## config.mk

```make
export PLATFORM = sky130hd
export DESIGN_NAME = instr_fetch_flat
export DESIGN_NICKNAME = d
export VERILOG_FILES = /design/src/rtl/instr_fetch_if.sv /design/src/rtl/instr_fetch.sv /design/src/flat_wrapper.sv
export SDC_FILE = /design/constraint.sdc
export NUM_CORES = 1
export LEC_CHECK = 0
export CAP_MARGIN = 20
export CORE_ASPECT_RATIO = 1.5
export CORE_UTILIZATION = 43
export DETAILED_ROUTE_END_ITERATION = 10
export DONT_BUFFER_PORTS = 1
export PLACE_DENSITY = 0.63
export SYNTH_ARGS = -nofsm -noshare
export SYNTH_HDL_FRONTEND = slang
export SYNTH_SLANG_ARGS = --single-unit
export TNS_END_PERCENT = 100
```

## constraint.sdc

```tcl
create_clock -name clk -period 3.2 [get_ports clk]
set_input_delay 0.96 -clock clk [delete_from_list [all_inputs] [get_ports clk]]
set_output_delay 0.96 -clock clk [all_outputs]
set_load 0.005 [all_outputs]
```

## src/rtl/instr_fetch_if.sv

```systemverilog
// Instruction-memory read bus: request/address out of the fetch unit,
// acknowledge/data back from the memory.
interface instr_fetch_if #(
  parameter int PC_WIDTH    = 8,
  parameter int INSTR_WIDTH = 16
);
  logic                   req;
  logic [PC_WIDTH-1:0]    addr;
  logic                   ack;
  logic [INSTR_WIDTH-1:0] rdata;

  // Fetch-unit side
  modport master (
    output req,
    output addr,
    input  ack,
    input  rdata
  );

  // Memory side
  modport slave (
    input  req,
    input  addr,
    output ack,
    output rdata
  );
endinterface

```

## src/rtl/instr_fetch.sv

```systemverilog
// Instruction fetch unit: walks the program from START_ADDR to LAST_ADDR,
// fetching each word over a req/ack bus, holding it in an instruction
// register and presenting its decoded fields until downstream accepts it.
module instr_fetch #(
  parameter int PC_WIDTH    = 8,
  parameter int INSTR_WIDTH = 16,
  parameter int START_ADDR  = 0,
  parameter int LAST_ADDR   = 255
) (
  input  logic                clk,
  input  logic                reset,
  input  logic                start,
  input  logic                stall,
  instr_fetch_if.master       imem,
  output logic [2:0]          opcode,
  output logic [2:0]          rd,
  output logic [2:0]          rs,
  output logic [2:0]          rt,
  output logic [3:0]          shamt,
  output logic                issue_valid,
  output logic [PC_WIDTH-1:0] pc,
  output logic                busy,
  output logic                halted
);

  localparam logic [PC_WIDTH-1:0] START_PC = PC_WIDTH'(START_ADDR);
  localparam logic [PC_WIDTH-1:0] LAST_PC  = PC_WIDTH'(LAST_ADDR);

  typedef enum logic [1:0] {
    IDLE  = 2'd0,
    FETCH = 2'd1,
    ISSUE = 2'd2,
    HALT  = 2'd3
  } state_t;

  state_t                 state_reg;
  logic [PC_WIDTH-1:0]    pc_reg;
  logic [INSTR_WIDTH-1:0] ir_reg;

  // Sequencer: program counter, instruction register and state advance together.
  // Reset is asynchronous so an outstanding request is abandoned immediately.
  always_ff @(posedge clk or posedge reset) begin
    if (reset) begin
      state_reg <= IDLE;
      pc_reg    <= START_PC;
      ir_reg    <= '0;
    end else begin
      case (state_reg)
        IDLE: begin
          if (start) begin
            pc_reg    <= START_PC;
            state_reg <= FETCH;
          end
        end
        FETCH: begin
          // Address is held on pc_reg; wait as long as the memory needs.
          if (imem.ack) begin
            ir_reg    <= imem.rdata;
            state_reg <= ISSUE;
          end
        end
        ISSUE: begin
          if (!stall) begin
            if (pc_reg == LAST_PC) begin
              state_reg <= HALT;
            end else begin
              // Natural modulo wrap of the counter width lets a program
              // run through address 0 when LAST_ADDR < START_ADDR.
              pc_reg    <= pc_reg + 1'b1;
              state_reg <= FETCH;
            end
          end
        end
        HALT: begin
          // IR is kept so the fields still show the last instruction.
          if (start) begin
            pc_reg    <= START_PC;
            state_reg <= FETCH;
          end
        end
        default: state_reg <= IDLE;
      endcase
    end
  end

  // Outputs come straight from registers or a decode of the state register,
  // so no input reaches an output combinationally.
  assign imem.req    = (state_reg == FETCH);
  assign imem.addr   = pc_reg;
  assign issue_valid = (state_reg == ISSUE);
  assign busy        = (state_reg == FETCH) || (state_reg == ISSUE);
  assign halted      = (state_reg == HALT);
  assign pc          = pc_reg;

  // Fixed 16-bit instruction layout: opcode | rd | rs | rt | shamt.
  assign opcode = ir_reg[15:13];
  assign rd     = ir_reg[12:10];
  assign rs     = ir_reg[9:7];
  assign rt     = ir_reg[6:4];
  assign shamt  = ir_reg[3:0];

endmodule

```

## src/flat_wrapper.sv

```systemverilog
// flat-port wrapper written by rule: the top's interface ports become plain ports
module instr_fetch_flat 
#(
  parameter int PC_WIDTH    = 8,
  parameter int INSTR_WIDTH = 16,
  parameter int START_ADDR  = 0,
  parameter int LAST_ADDR   = 255
)
  (clk, reset, start, stall, opcode, rd, rs, rt, shamt, issue_valid, pc, busy, halted, imem_req, imem_addr, imem_ack, imem_rdata);
  instr_fetch_if #(.PC_WIDTH(PC_WIDTH), .INSTR_WIDTH(INSTR_WIDTH)) imem_i ();
  input  logic clk;
  input  logic reset;
  input  logic start;
  input  logic stall;
  output logic [2:0] opcode;
  output logic [2:0] rd;
  output logic [2:0] rs;
  output logic [2:0] rt;
  output logic [3:0] shamt;
  output logic issue_valid;
  output logic [PC_WIDTH-1:0] pc;
  output logic busy;
  output logic halted;
  output wire logic [$bits(imem_i.req)-1:0] imem_req;
  output wire logic [$bits(imem_i.addr)-1:0] imem_addr;
  input wire logic [$bits(imem_i.ack)-1:0] imem_ack;
  input wire logic [$bits(imem_i.rdata)-1:0] imem_rdata;
  assign imem_req = imem_i.req;
  assign imem_addr = imem_i.addr;
  assign imem_i.ack = imem_ack;
  assign imem_i.rdata = imem_rdata;
  instr_fetch #(.PC_WIDTH(PC_WIDTH), .INSTR_WIDTH(INSTR_WIDTH), .START_ADDR(START_ADDR), .LAST_ADDR(LAST_ADDR)) u_core (.clk(clk), .reset(reset), .start(start), .stall(stall), .imem(imem_i), .opcode(opcode), .rd(rd), .rs(rs), .rt(rt), .shamt(shamt), .issue_valid(issue_valid), .pc(pc), .busy(busy), .halted(halted));
endmodule
```

== After elaboration in Yosys (flattened, before gate mapping) ==
Cells that the tools add are included.
Word-level totals
  bits in registers: 26
  bits of input ports: 21
  output and inout bits: 36
  logic and storage cells: 28
Operators by class
  add/subtract/negate cells: 1
  eq/ne operators: 8
  mux-type cells: 9
  reductions and logical operators: 7
Operator list (count)
  $mux 8: 3
  $pmux 8 s2: 1
  $add 8x1->8 const B: 1
  $eq 8x8->1 const B: 1
  $mux 2: 4
  $pmux 2 s3: 1
  $eq 2x2->1 const B: 2
  $ne 2x1->1 const B: 2
  $ne 2x2->1 const B: 2
  $reduce_and 4->1: 1
  $reduce_and 3->1: 1
  $eq 2x1->1 const B: 1
  $logic_not 2->1: 1
  $reduce_and 2->1: 1
  $reduce_bool 2->1: 1
  $reduce_or 2->1: 1
  $logic_or 1x1->1: 1

== Logic depth before layout (Yosys ltp) ==
Gate-level depths: netlist of run 1.
  word-level depth: 4
  gate-level depth with buffers: 8

== Worst setup path after synthesis of run 1 ==
OpenSTA, ideal clock, no wires.
  path type: input to register
  from: input stall
  to: register u_core.pc_reg[7] (netlist: u_core.imem.addr[7])
  arrival: 1840 ps
  data required time: 3097 ps
  slack: 1256 ps
  cell stages on the path: 5
  path buffers: 1
  cells stage by stage: nand2_1 -> o21ai_4 -> or3_1 -> buf_2 -> o41ai_2
Between the ends
  word-level cells in the longest chain between the ends: 2
RTL lines
  start, declared: RTL line flat_wrapper.sv:14  | input logic stall;
  $ne 2x2->1 (no source line)
  $reduce_and 4->1 (no source line)
  end signal, assigned: RTL line instr_fetch.sv:69  | pc_reg <= pc_reg + 1'b1;
  end, declared: RTL line instr_fetch.sv:37  | logic [PC_WIDTH-1:0] pc_reg;
No other way between the ends.
A chain may end at the register's enable or synchronous reset.

== Worst setup path after layout of run 1 ==
  from: register u_core.state_reg[0]
  to: output busy
Between the ends
  word-level cells in the longest chain between the ends: 2
  elaborated cells between the ends (all ways): 3
  classes of those cells: 2 x eq/ne; 1 x reduce/logical
RTL lines
  start, declared: RTL line instr_fetch.sv:36  | state_t state_reg;
  start signal, assigned: RTL line instr_fetch.sv:44  | state_reg <= IDLE;
  start signal, assigned: RTL line instr_fetch.sv:52  | state_reg <= FETCH;
  start signal, assigned: RTL line instr_fetch.sv:59  | state_reg <= ISSUE;
  $eq 2x1->1 or $eq 2x2->1 (tied branches): RTL line instr_fetch.sv:91  | assign busy = (state_reg == FETCH) || (state_reg == ISSUE);
  $logic_or 1x1->1 (*): RTL line instr_fetch.sv:91
  end, declared: RTL line flat_wrapper.sv:22  | output logic busy;
Mark *: on every way between the ends. The rest lies on a longest branch, timed or not.

==> run_results.csv, run 1 <==
group,metric,value,unit
placed_design,placed_cell_area,1260,sq um
timing,rsz0062_at_grt,"no",
clocking,post-cts-setup-buffers,0,
outcome,status,"complete, no violations",
worst_hold_path,worst_hold_path_type,"register to register",
yosys,syn-num-nets,131,
timing,final-setup-viol-count,0,
floorplan,top_level_ports,57,
global_routing,wire_length_of_the_first_global_routing_pass,3622,um
floorplan,die_h,69.54,um
timing,worst_slew_margin_rel,0.5614,
setup_path,critPathCaptureType,"primary output",
yosys,netlist.top_cell.by_area,"dfrtp_1",
setup_path,rrSetupSlack,1090,ps
setup_path,cp_max_fo,10,
yosys,postSynthAreaPerCell,12.33,sq um
yosys,synthesis.yosys.warnings,0,
setup_path,critical_path.slowest_cell,"ha_1",
global_routing,grt_usage,0.1514,
clocking,cts_tree,"built",
setup_path,path_class,"register to primary output",
clocking,numClockSinks,26,
global_routing,number_of_antenna_violations_at_the_first_check_in_global_routing,0,
timing,max_slew_violation_total_from_the_final_report,0,
finish,final_nets,124,
placed_design,dp.final_hpwl,1715,um
timing,finalClockSkew,4.991,ps
setup_path,rr_worst_depth,5,
worst_hold_path,timing.hold.worst_endpoint,"u_core.ir_reg[10]",
routing,detailedRoute.firstPassIterationCount,4,
clocking,clkSlewWorstSetupHoldPaths,90,ps
timing,fmax,426.6,MHz
pwr,internal_power,803.2,uW
finish,stdcell_area,1343,sq um
yosys,synth-seq-area-share,0.4976,
finish,syn2layout_area_growth,2.680,%
finish,final_layout_size_suffix_gt1_frac,0.1735,
setup_path,worst_path_required,2240,ps
placed_design,buffer_ports.inserted,0,
floorplan,fp.dieArea,3270,sq um
setup_path,cp-start-kind,"register",
finish,antenna-diode-count,0,
yosys,synth_top_cell_area_share,0.4976,
global_routing,gr-total-overflow,0,
routing,route.detailed.drc,0,
placed_design,routabilityCongestion,0.8118,
setup_path,critical_path_arrival,1380,ps
routing,wl,2288,um
pwr,switching_share,0.3970,
timing,layout_worst_path_cycle_share,0.7325,
setup_path,timing.rr.end,"u_core.imem.addr[7]",
floorplan,core_area,2913,sq um
routing,antenna_viol_nets_final,0,
pwr,clock_power_share,0.155,
clocking,ctsRootBufferMaster,"clkbuf_8",
yosys,number_of_standard_cells_after_synthesis,106,
routing,drt_iter0_drc,27,
yosys,ffs_latches_synth,26,
pwr,vdd.ir_drop.worst,634.5,uV
timing,final_number_of_hold_violating_endpoints,0,
run,max_cap_viol_count,0,
timing,worst_pin_slew,656.3,ps
clocking,cts-buffers-inserted,3,
clocking,clock_path_buffers,2,
worst_hold_path,worstHoldPathCells,1,
yosys,synth_edf_count,0,
floorplan,core.rowCount,24,
setup_path,reg2reg_from,"u_core.state_reg[0]",
floorplan,initial_util,0.4489,
global_routing,grt_max_degree,27,
pwr,combPwrFrac,0.388,
routing,routedWlPerCell,16.70,um
clocking,worstSkewPairLatency,260,ps
timing,final.min_clock_period,2344,ps
setup_path,slowest_delay,540,ps
yosys,synth_cell_types,31,
yosys,synth.most_common_cell,"dfrtp_1",
floorplan,die_w,47.03,um
pwr,net-switching-power,528.9,uW
timing,holdWs,526.1,ps
clocking,clock_tree.htree_level_count,1,
pwr,power.leakage,0.5658,nW
finish,number_of_flip_flops_in_the_largest_register,16,
clocking,holdBufCountCts,0,
timing,worst_slack,856.0,ps
finish,layout.core_utilization,0.4609,
pwr,share_seq_of_total_power,0.457,
yosys,synth_top_cells_by_area,"dfrtp_1, mux2_1, mux2_2",
yosys,synth_top_flop_cell,"dfrtp_1",
placed_design,place_ws,1120,ps
global_routing,first_global_vias,784,
routing,vias_per_cell,5.818,
worst_hold_path,startpoint_of_the_lowest_slack_hold_path,"u_core.ir_reg[10]",
routing,detailroute.via_count,797,
yosys,yosys-top-cells-count,"dfrtp_1, mux2_1, buf_4, o31ai_1, mux2_2",
setup_path,worstPathCellList,"inv_1, ha_1, clkinv_4",
timing,final.setup.tns,0,ps
clocking,cts_resized,0,
yosys,asyncSetResetFlopFracSynth,1.000,
pwr,power-per-cell-area,992.2,nW/um^2
yosys,syn-cell-area,1308,sq um
## stage by stage
step                std cells  total power, mW
floorplan                 106            1.109
global placement          132            1.103
detailed placement        132            1.136
CTS                       136            1.342
global route              137            1.440
finish                    137            1.332
## layer usage
| layer | global-route usage | up-vias | wire (um) |
|---|---|---|---|
| met2 | 0.2469 | 45 | 1179 |
| met1 | 0.1794 | 384 | 882 |
| met3 | 0.03906 | 6 | 182 |
| li1 | - | 362 | - |
| met4 | 0.06349 | 0 | 44 |
| met5 | 0 | - | 0 |
## logic make-up after synthesis
family,after synthesis,synth area share
buffers and inverters,19,0.09474
flip-flops,26,0.4976
multiplexers,17,0.1464
AO/OA/AOI/OAI,25,0.1569
AND/OR/NAND/NOR,15,0.06603
adder cells (fa/ha/maj),4,0.03828
## layout by cell type, fill, tap and decap left out, types with 3 or more instances in the layout
cell      netlist  final
dfrtp_1        26     26
mux2_1         11     11
o31ai_1         8      8
mux2_2          6      6
o21ai_1         5      5
inv_1           5      5
nand3_1         4      4
ha_1            4      4
clkbuf_8        0      4
a31oi_1         3      3
## power groups by stage
stage | clock, mW | combinational [mW] | sequential (mW)
6_report | 0.206 | 0.517 | 0.609
5_1_grt | 0.235 | 0.567 | 0.638
4_1_cts | 0.214 | 0.518 | 0.610
3_5_place_dp | 0 | 0.517 | 0.619
3_3_place_gp | 0 | 0.495 | 0.608
2_1_floorplan | 0 | 0.531 | 0.578
## critical path: cells and delay by family (launching register included)
family                     cells  cell delay [ps]
adders and majority gates      1              540
buffers and inverters          2              180
DFF                            1              400
## final cells by class
| type | instances | area (sq um) |
|---|---|---|
| timing repair buffer | 1 | 27.53 |
| sequential | 26 | 650.6 |
| multi-input combinational | 61 | 533.0 |
| clock buffer | 4 | 55.05 |
| tap | 39 | 48.80 |
| fill | 285 | 1570 |
| inverter | 6 | 27.53 |
## worst max path at each step
stage	start	slack [ps]	end	cells after the start
after CTS	u_core.state_reg[0]	850	busy	3
after global routing	u_core.state_reg[0]	750	busy	3
after detailed placement	u_core.state_reg[0]	1120	u_core.imem.addr[7]	5
after global placement	u_core.state_reg[0]	1180	busy	3
final	u_core.state_reg[0]	860	busy	3
after floorplan	stall	1260	u_core.imem.addr[7]	5
No activity file was read; power rests on OpenSTA's default activity.
==> inputs of run 2 (changes only) <==
==> constraint.sdc (replaced) <==
create_clock -name clk -period 2.4 [get_ports clk]
set_input_delay 0.72 -clock clk [delete_from_list [all_inputs] [get_ports clk]]
set_output_delay 0.72 -clock clk [all_outputs]
set_load 0.005 [all_outputs]
==> run_results.csv, run 2 (same netlist as run 1, synthesis figures left out) <==
group,metric,value,unit
finish,final_layout_size_suffix_gt1_frac,0.1735,
placed_design,buffer_ports.inserted,0,
timing,worst_slew_margin_rel,0.5745,
setup_path,worstPathCellList,"inv_1, ha_1, o32ai_4, or3_1, o41ai_2",
setup_path,critPathCaptureType,"register",
clocking,post-cts-setup-buffers,0,
timing,worst_pin_slew,636.7,ps
clocking,clkSlewWorstSetupHoldPaths,80,ps
floorplan,initial_util,0.4489,
floorplan,die_h,69.54,um
timing,final-setup-viol-count,0,
setup_path,critical_path.top_delay_family,"adder cells",
global_routing,first_global_vias,841,
finish,final_nets,124,
global_routing,wire_length_of_the_first_global_routing_pass,3912,um
clocking,holdBufCountCts,0,
placed_design,routabilityCongestion,0.8265,
floorplan,top_level_ports,57,
setup_path,critical_path_arrival,2280,ps
finish,antenna-diode-count,0,
finish,syn2layout_area_growth,1.148,%
clocking,clock_path_buffers,2,
clocking,clock_tree.htree_level_count,1,
placed_design,dp.final_hpwl,1775,um
setup_path,combined_buffer_and_inverter_count_along_the_critical_path,1,
routing,antenna_viol_nets_final,0,
global_routing,number_of_antenna_violations_at_the_first_check_in_global_routing,0,
clocking,worstSkewPairLatency,260,ps
setup_path,worst_path_required,2560,ps
clocking,cts-buffers-inserted,3,
worst_hold_path,worst_hold_path_type,"input port to async pin",
global_routing,gr-total-overflow,0,
pwr,p_total,1.765,mW
routing,detailedRoute.firstPassIterationCount,4,
finish,commonest_cells_after_routing_fill_and_taps_aside,"dfrtp_1, mux2_1, o31ai_1",
timing,final.min_clock_period,2112,ps
setup_path,cp-start-kind,"register",
timing,fmax,473.5,MHz
global_routing,grt_max_degree,27,
floorplan,core.rowCount,24,
setup_path,slowest_delay,540,ps
clocking,ctsRootBufferMaster,"clkbuf_8",
clocking,cts_tree,"built",
clocking,cts_resized,0,
timing,final.setup.tns,0,ps
finish,number_of_flip_flops_in_the_largest_register,16,
timing,layout_worst_path_cycle_share,0.8799,
timing,final_number_of_hold_violating_endpoints,0,
floorplan,fp.dieArea,3270,sq um
timing,max_slew_violation_total_from_the_final_report,0,
finish,final.fill_count,288,
timing,worst_slack,288.2,ps
pwr,power-per-cell-area,1334,nW/um^2
routing,wl,2304,um
routing,route.detailed.drc,0,
setup_path,critical_path.slowest_cell,"ha_1",
global_routing,grt_usage,0.1626,
placed_design,place_ws,292.1,ps
pwr,vdd.ir_drop.worst,793.2,uV
routing,drt_iter0_drc,23,
finish,layout_commonest_cell,"dfrtp_1",
routing,vias_per_cell,5.869,
setup_path,path_class,"register to register",
floorplan,die_w,47.03,um
routing,detailroute.via_count,804,
routing,routedWlPerCell,16.82,um
run,max_cap_viol_count,0,
outcome,status,"complete, no violations",
timing,finalClockSkew,1.756,ps
clocking,numClockSinks,26,
setup_path,cp_max_fo,12,
floorplan,core_area,2913,sq um
timing,rsz0062_at_grt,"no",
finish,layout.core_utilization,0.4540,
pwr,power.leakage,0.5580,nW
[run 2: per-stage QoR]
stage	area [sq um]	std cells	hold slack, ps
3_3_place_gp	1267	133	504.5
5_1_grt	1323	137	416.3
2_1_floorplan	1308	106	488.9
4_1_cts	1323	137	402.5
6_report	1323	137	389.1
3_5_place_dp	1267	133	512.4
[run 2: power breakdown]
part,leakage (nW),switching (mW),internal (mW)
Clock,0.0288,0.124,0.146
Combinational,0.211,0.386,0.296
Sequential,0.319,0.188,0.626
[run 2: area by class of cell]
| type | count | area, sq um | share of cell area |
|---|---|---|---|
| Clock buffer | 4 | 55.05 | 0.04163 |
| Inverter | 6 | 27.53 | 0.02081 |
| Multi-Input combinational cell | 61 | 533.0 | 0.4030 |
| Sequential cell | 26 | 650.6 | 0.4920 |
| Tap cell | 39 | 48.80 | 0.03690 |
| Timing Repair Buffer | 1 | 7.507 | 0.005676 |
[run 2: layer usage]
| layer | up-vias | track usage | part of all wire | wire length [um] |
|---|---|---|---|---|
| met5 | - | 0 | 0 | 0 |
| li1 | 360 | - | - | - |
| met2 | 39 | 0.2608 | 0.52 | 1202 |
| met1 | 399 | 0.1919 | 0.38 | 881 |
| met3 | 6 | 0.03125 | 0.069 | 160 |
| met4 | 0 | 0.09206 | 0.026 | 60 |
[run 2: path summary, 6_finish.rpt]
kind | start | endpoint | slack [ps] | depth (start not counted)
worst max-delay path | u_core.state_reg[0] | u_core.imem.addr[7] | 290 | 5
worst min-delay path | reset | u_core.ir_reg[15] | 390 | 2
worst max register to register | u_core.state_reg[0] | u_core.imem.addr[7] | 290 | 5
worst min register to register | u_core.ir_reg[1] | u_core.ir_reg[1] | 530 | 1
max in group asynchronous | reset | u_core.ir_reg[5] | 1770 | 2
min in group clk | u_core.ir_reg[1] | u_core.ir_reg[1] | 530 | 1
[run 2: worst reg2reg max path, cell delays in order, from the launching register on]
cell and delay, ps:
dfrtp_1 400, inv_1 60, ha_1 540, o32ai_4 240, or3_1 470, o41ai_2 300
